--- src/rtl/mem_arbiter_pkg.sv ---
// Shared memory-operation encodings used by the control unit and the memory arbiter.
package mem_arbiter_pkg;

    localparam int MEM_OP_BITS = 2;

    localparam logic [MEM_OP_BITS-1:0] MEM_OP_NOP   = 2'd0;
    localparam logic [MEM_OP_BITS-1:0] MEM_OP_READ  = 2'd1;
    localparam logic [MEM_OP_BITS-1:0] MEM_OP_WRITE = 2'd2;

endpackage

--- src/rtl/mem_arbiter.sv ---
// Arbitrates one memory port between instruction fetch and data accesses.
// Data wins by default, but fetch is forced through after STARVE_LIMIT data grants.
module mem_arbiter
    import mem_arbiter_pkg::*;
#(
    parameter int ADDR_W       = 16,
    parameter int DATA_W       = 32,
    parameter int STARVE_LIMIT = 4
) (
    input  logic                   clk,
    input  logic                   reset,
    input  logic                   if_req,
    input  logic [ADDR_W-1:0]      if_addr,
    output logic                   if_ack,
    output logic [DATA_W-1:0]      if_rdata,
    input  logic [MEM_OP_BITS-1:0] d_op,
    input  logic [ADDR_W-1:0]      d_addr,
    input  logic [DATA_W-1:0]      d_wdata,
    output logic                   d_ack,
    output logic [DATA_W-1:0]      d_rdata,
    output logic [MEM_OP_BITS-1:0] mem_op,
    output logic [ADDR_W-1:0]      mem_addr,
    output logic [DATA_W-1:0]      mem_wdata,
    input  logic                   mem_ack,
    input  logic [DATA_W-1:0]      mem_rdata,
    output logic                   stall
);

    localparam int CNT_W = $clog2(STARVE_LIMIT + 1);

    typedef enum logic [1:0] {
        IDLE    = 2'd0,
        IF_BUSY = 2'd1,
        D_BUSY  = 2'd2
    } state_t;

    state_t                 state_q, state_d;
    logic [MEM_OP_BITS-1:0] memOp_q, memOp_d;
    logic [ADDR_W-1:0]      memAddr_q, memAddr_d;
    logic [DATA_W-1:0]      memWdata_q, memWdata_d;
    logic [CNT_W-1:0]       starveCnt_q, starveCnt_d;

    logic dataPending;
    logic fetchStarved;

    assign dataPending  = (d_op != MEM_OP_NOP);
    assign fetchStarved = if_req && (starveCnt_q == CNT_W'(STARVE_LIMIT));

    // Commands are latched only at grant so requester changes mid-transaction never reach memory.
    always_comb begin
        state_d     = state_q;
        memOp_d     = memOp_q;
        memAddr_d   = memAddr_q;
        memWdata_d  = memWdata_q;
        starveCnt_d = starveCnt_q;
        unique case (state_q)
            IDLE: begin
                if (dataPending && !fetchStarved) begin
                    state_d     = D_BUSY;
                    memOp_d     = d_op;
                    memAddr_d   = d_addr;
                    memWdata_d  = d_wdata;
                    // fetchStarved excludes the limit here, so the increment cannot overflow.
                    starveCnt_d = if_req ? starveCnt_q + CNT_W'(1) : '0;
                end else if (if_req) begin
                    state_d     = IF_BUSY;
                    memOp_d     = MEM_OP_READ;
                    memAddr_d   = if_addr;
                    starveCnt_d = '0;
                end
            end
            IF_BUSY, D_BUSY: begin
                if (mem_ack) begin
                    state_d = IDLE;
                    memOp_d = MEM_OP_NOP;
                end
            end
            default: begin
                state_d = IDLE;
                memOp_d = MEM_OP_NOP;
            end
        endcase
    end

    always_ff @(posedge clk) begin
        if (reset) begin
            state_q     <= IDLE;
            memOp_q     <= MEM_OP_NOP;
            memAddr_q   <= '0;
            memWdata_q  <= '0;
            starveCnt_q <= '0;
        end else begin
            state_q     <= state_d;
            memOp_q     <= memOp_d;
            memAddr_q   <= memAddr_d;
            memWdata_q  <= memWdata_d;
            starveCnt_q <= starveCnt_d;
        end
    end

    // Acks are masked while reset is high so an abandoned transaction never completes.
    assign if_ack    = (state_q == IF_BUSY) && mem_ack && !reset;
    assign d_ack     = (state_q == D_BUSY) && mem_ack && !reset;
    assign if_rdata  = mem_rdata;
    assign d_rdata   = mem_rdata;
    assign mem_op    = memOp_q;
    assign mem_addr  = memAddr_q;
    assign mem_wdata = memWdata_q;
    assign stall     = dataPending && !d_ack;

endmodule

--- config.mk ---
export PLATFORM = sky130hd
export DESIGN_NAME = mem_arbiter
export DESIGN_NICKNAME = d
export VERILOG_FILES = /design/src/rtl/mem_arbiter_pkg.sv /design/src/rtl/mem_arbiter.sv
export SDC_FILE = /design/constraint.sdc
export NUM_CORES = 1
export LEC_CHECK = 0
export CAP_MARGIN = 15
export CORE_MARGIN = 2
export CORE_UTILIZATION = 31
export DETAILED_ROUTE_END_ITERATION = 10
export GPL_TIMING_DRIVEN = 1
export PLACE_DENSITY_LB_ADDON = 0.08
export SLEW_MARGIN = 20
export SYNTH_ARGS = -nofsm -noshare
export SYNTH_HDL_FRONTEND = slang
export SYNTH_SLANG_ARGS = --single-unit
--- constraint.sdc ---
create_clock -name clk -period 1.8 [get_ports clk]
set_clock_uncertainty 0.2 [all_clocks]
set_input_delay 0.45 -clock clk [delete_from_list [all_inputs] [get_ports clk]]
set_output_delay 0.45 -clock clk [all_outputs]
set_load 0.01 [all_outputs]
Yosys cells after proc, flatten, opt, wreduce, memory -nomap -nowiden --
Index checks and enable logic that the tools add are counted.
Storage, ports and cells: logic and storage cells 39, output and inout port bits 117, register bits 55, bits of input ports 102
Cells by class: equal/unequal tests 5, add/sub/neg operators 1, muxes and demuxes 11, reduce and logical (&&, ||, !) cells 17
Operator list (number):
- 16-bit 2-to-1 mux | 2
- 3-bit 2-to-1 mux | 3
- 2-bit 2-to-1 mux | 4
- 2-bit one-hot mux with 2 select lines | 2
- 1-bit logical AND | 7
- 2-bit AND reduction | 3
- 2-bit nonzero test | 2
- 3-bit by 1-bit adder with 3-bit output (second input constant) | 1
- 3-bit == test (second input constant) | 1
- 1-bit logical NOT | 3
- 3-bit != test (second input constant) | 1
- 2-bit by 1-bit == test with 1-bit output (second input constant) | 1
- 2-bit == test (second input constant) | 1
- 2-bit logical NOT | 1
- 2-bit != test (second input constant) | 1
- 2-bit OR reduction | 1

Depth between registers and ports, before layout --
depth in word-level cells 6, depth in mapped cells 7, mapped depth without buffers 5

Least setup slack after synthesis --
No wires, ideal clock.
kind input to output, start point in reset, end point out if_ack, arrival time 1.383 ns, slack -0.233 ns, required time 1.150 ns, buffers on the path 3, cell stages on the path 5, cells stage by stage clkbuf_1 inv_1 buf_2 buf_1 and3_1
On the way: longest elaborated chain between the ends 2
RTL lines:
- start, declared | line mem_arbiter.sv:11 | input logic reset,
- 1-bit logical NOT | line mem_arbiter.sv:102 | assign if_ack = (state_q == IF_BUSY) && mem_ack && !reset;
- 1-bit logical AND | line mem_arbiter.sv:102
- end, declared | line mem_arbiter.sv:14 | output logic if_ack,
No other way between the ends.

Worst setup path in the final report --
start point reg state_q[0], end point out stall
On the way: longest elaborated chain between the ends 5
RTL lines:
- start, declared | line mem_arbiter.sv:37 | state_t state_q, state_d;
- start signal, assigned | line mem_arbiter.sv:93 | state_q <= state_d;
- 2-bit == test | line mem_arbiter.sv:103 | assign d_ack = (state_q == D_BUSY) && mem_ack && !reset;
- 1-bit logical AND (2 in series) | line mem_arbiter.sv:103
- 1-bit logical NOT | line mem_arbiter.sv:109 | assign stall = dataPending && !d_ack;
- 1-bit logical AND | line mem_arbiter.sv:109
- end, declared | line mem_arbiter.sv:26 | output logic stall
No other way between the ends.

==> flow_summary.yaml <==
run_status:
  status: "complete, but fails checks"
  violations: "setup timing"
cts:
  clk_pin_slew_worst_paths_ps: 100
  insertion_delay_ps: 300
  clock-root-buffer: "clkbuf_8"
  cts_max_path_buffers: 2
  cts_tree: "yes"
  cts_made_buffers: 5
  clock_sinks: 55
  h-tree-depth: 2
floorplan:
  rows: 35
  dieArea_um2: 10400
  core_area_um2: 9240
  io_pins: 219
  floorplan.initialDensity_pct: 32.1
  die_h_um: 102
  die_x_um: 102
synthesis:
  netlist.area_leader.share_pct: 37.1
  synth_nets: 455
  ys_seq_elements: 55
  synthCells: 348
  synth_area_um2: 2960
  ys_warn_count: 0
  synth_area_leaders: "dfxtp_1 37%, buf_4 16%, mux2i_1 11%"
  yosys.area.top_type: "dfxtp_1"
  avgSynthCellArea_um2: 8.52
  synthDistinctLibCells: 31
  synth_edf_count: 0
  seq_area_frac_synth_pct: 37.1
  synth_ff_type: "dfxtp_1"
  async_reset_ff_share_pct: 0
sta:
  post-route-min-period_ps: 1840
  holdWs_ps: 254
  fmaxAchievable_mhz: 543
  setup_violations: 2
  slew_headroom_pct: 62.7
  final.setup.worst_slack_ps: -41.3
  period_share_pct: 102
  drv_slew: 0
  worst_slew_pin_slew_ps: 559
  hold_violations: 0
  rsz0062_at_grt: "yes"
place:
  io_buffers: 122
  hpwl_um: 5380
  post-place-cells: 538
  routabilityCongestion: 0.749
  pre_cts_slack_ps: -629
drt:
  drtIter0Drc: 68
  drtPass1Iterations: 4
  antenna_left: 0
  routed_wl_um: 7730
  drc: 0
  vias: 2480
  viasPerCell: 4.53
  post_drt_wl_per_cell_um: 14.1
pwr:
  p_leak_nw: 1.82
  peakVddDrop_v: 0.000409
  power.density_nw_per_um2: 790
finish:
  area_delta_synth_final_pct: 37.8
  mostFrequentLayoutCell: "nand2_1"
  num-nets-final: 525
  layout_common_cells: "66 x nand2_1, 64 x clkdlybuf4s50_1, 55 x dlygate4sd2_1"
  drive_gt1_share_pct: 13.4
  post-route-util_pct: 44.2
  final_cell_count_no_fill: 547
  antenna_cells: 0
setup_path:
  crit_fanout: 2
  endpoint_kind: "output port"
  startpoint_type: "flop"
  crit_required_ps: 1150
  arrival_ps: 1190
  path_class: "flop to output port"
grt:
  grt_max_degree: 84
  grt_pass1_vias: 2457
  grtUsageTotal_pct: 14.7
  antenna_found_initial: 0
  grt-ovfl-total: 0
  grt_pass1_wl_um: 12000
flow_run:
  drv_cap: 0
hold_path:
  hold_class: "flop to flop"
## metrics by stage
stage	area (µm²)	setup TNS [ps]	power (mW)
5_1_grt	4090	-229	3.42
2_1_floorplan	2980	0	2.15
3_5_place_dp	3930	-22810	2.57
6_report	4090	-76.3	3.23
4_1_cts	4060	-116	3.25
3_3_place_gp	3930	-21250	2.56
## worst paths after layout
| kind | from | endpoint | slack (ps) | cells after the start |
|---|---|---|---|---|
| max | state_q[0]$_SDFFE_PP0P_ | stall | -40 | 5 |
| min | mem_wdata[11]$_SDFFE_PP0P_ | mem_wdata[11]$_SDFFE_PP0P_ | 250 | 2 |
| max reg2reg | state_q[0]$_SDFFE_PP0P_ | mem_wdata[2]$_SDFFE_PP0P_ | 110 | 7 |
| min reg2reg | mem_wdata[11]$_SDFFE_PP0P_ | mem_wdata[11]$_SDFFE_PP0P_ | 250 | 2 |
## synth_stat cells, types with 2 or more instances
library cell	number
buf_6	2
inv_1	6
buf_12	3
buf_4	65
a21oi_1	19
buf_2	3
clkbuf_1	14
mux2i_1	32
dfxtp_1	55
and3_1	3
nor2_1	3
o21ai_0	35
nand2_1	66
nand3_1	3
a31oi_1	16
o32ai_1	4
ha_1	5
## kinds of logic (layout without fill, tap and decap cells)
kind of cell / after synthesis / after routing / share of synthesized area [%]
buffers and inverters: 94 / 164 / 22.4
multiplexers: 32 / 32 / 10.8
AO/OA/AOI/OAI: 78 / 78 / 15.2
flip-flops: 55 / 55 / 37.1
adder cells (fa/ha/maj): 5 / 5 / 2.11
AND/OR/NAND/NOR: 84 / 84 / 12.3
## layer usage
layer  wire (µm)  part of all wire [%]  vias up  track usage [%]
met3         549                   7.1       10             3.59
met2        3570                    46       85             23.7
met4         113                   1.5        0             5.61
met5           0                     0        -                0
li1            -                     -     1253                -
met1        3500                    45     1132             18.9
## final cells by class
| type | instances | area [µm²] |
|---|---|---|
| inverter | 6 | 22.5 |
| tap | 129 | 161 |
| clock buffer | 6 | 82.6 |
| timing repair buffer | 151 | 1440 |
| sequential | 55 | 1100 |
| clock inverter | 1 | 5.00 |
| multi-input combinational | 199 | 1270 |
| fill | 961 | 5150 |
## power by group
part | switching (mW) | internal [mW]
logic | 0.495 | 0.586
registers | 0.0718 | 1.37
clock network | 0.401 | 0.304
total | 0.968 | 2.26
## repair_timing
| action | in CTS | in global routing |
|---|---|---|
| setup endpoints to repair | 106 | 46 |
| buffers inserted | 0 | 0 |
| pin swaps | 2 | 2 |
| cloned | 2 | 0 |
| hold buffers | 0 | 0 |
| resized for setup | 91 | 11 |
## worst max-delay path: stages, from the launching register on
cell     delay, ps
dfxtp_2        350
inv_2           50
ha_4           150
and3_4         150
nor2_2          70
buf_2          130
## sequential cells by signal (all words and copies together) (netlist names)
name / cells
mem_wdata: 32
mem_addr: 16
starveCnt_q: 3
mem_op: 2
state_q: 2
Power figures use the tool's default switching activity.
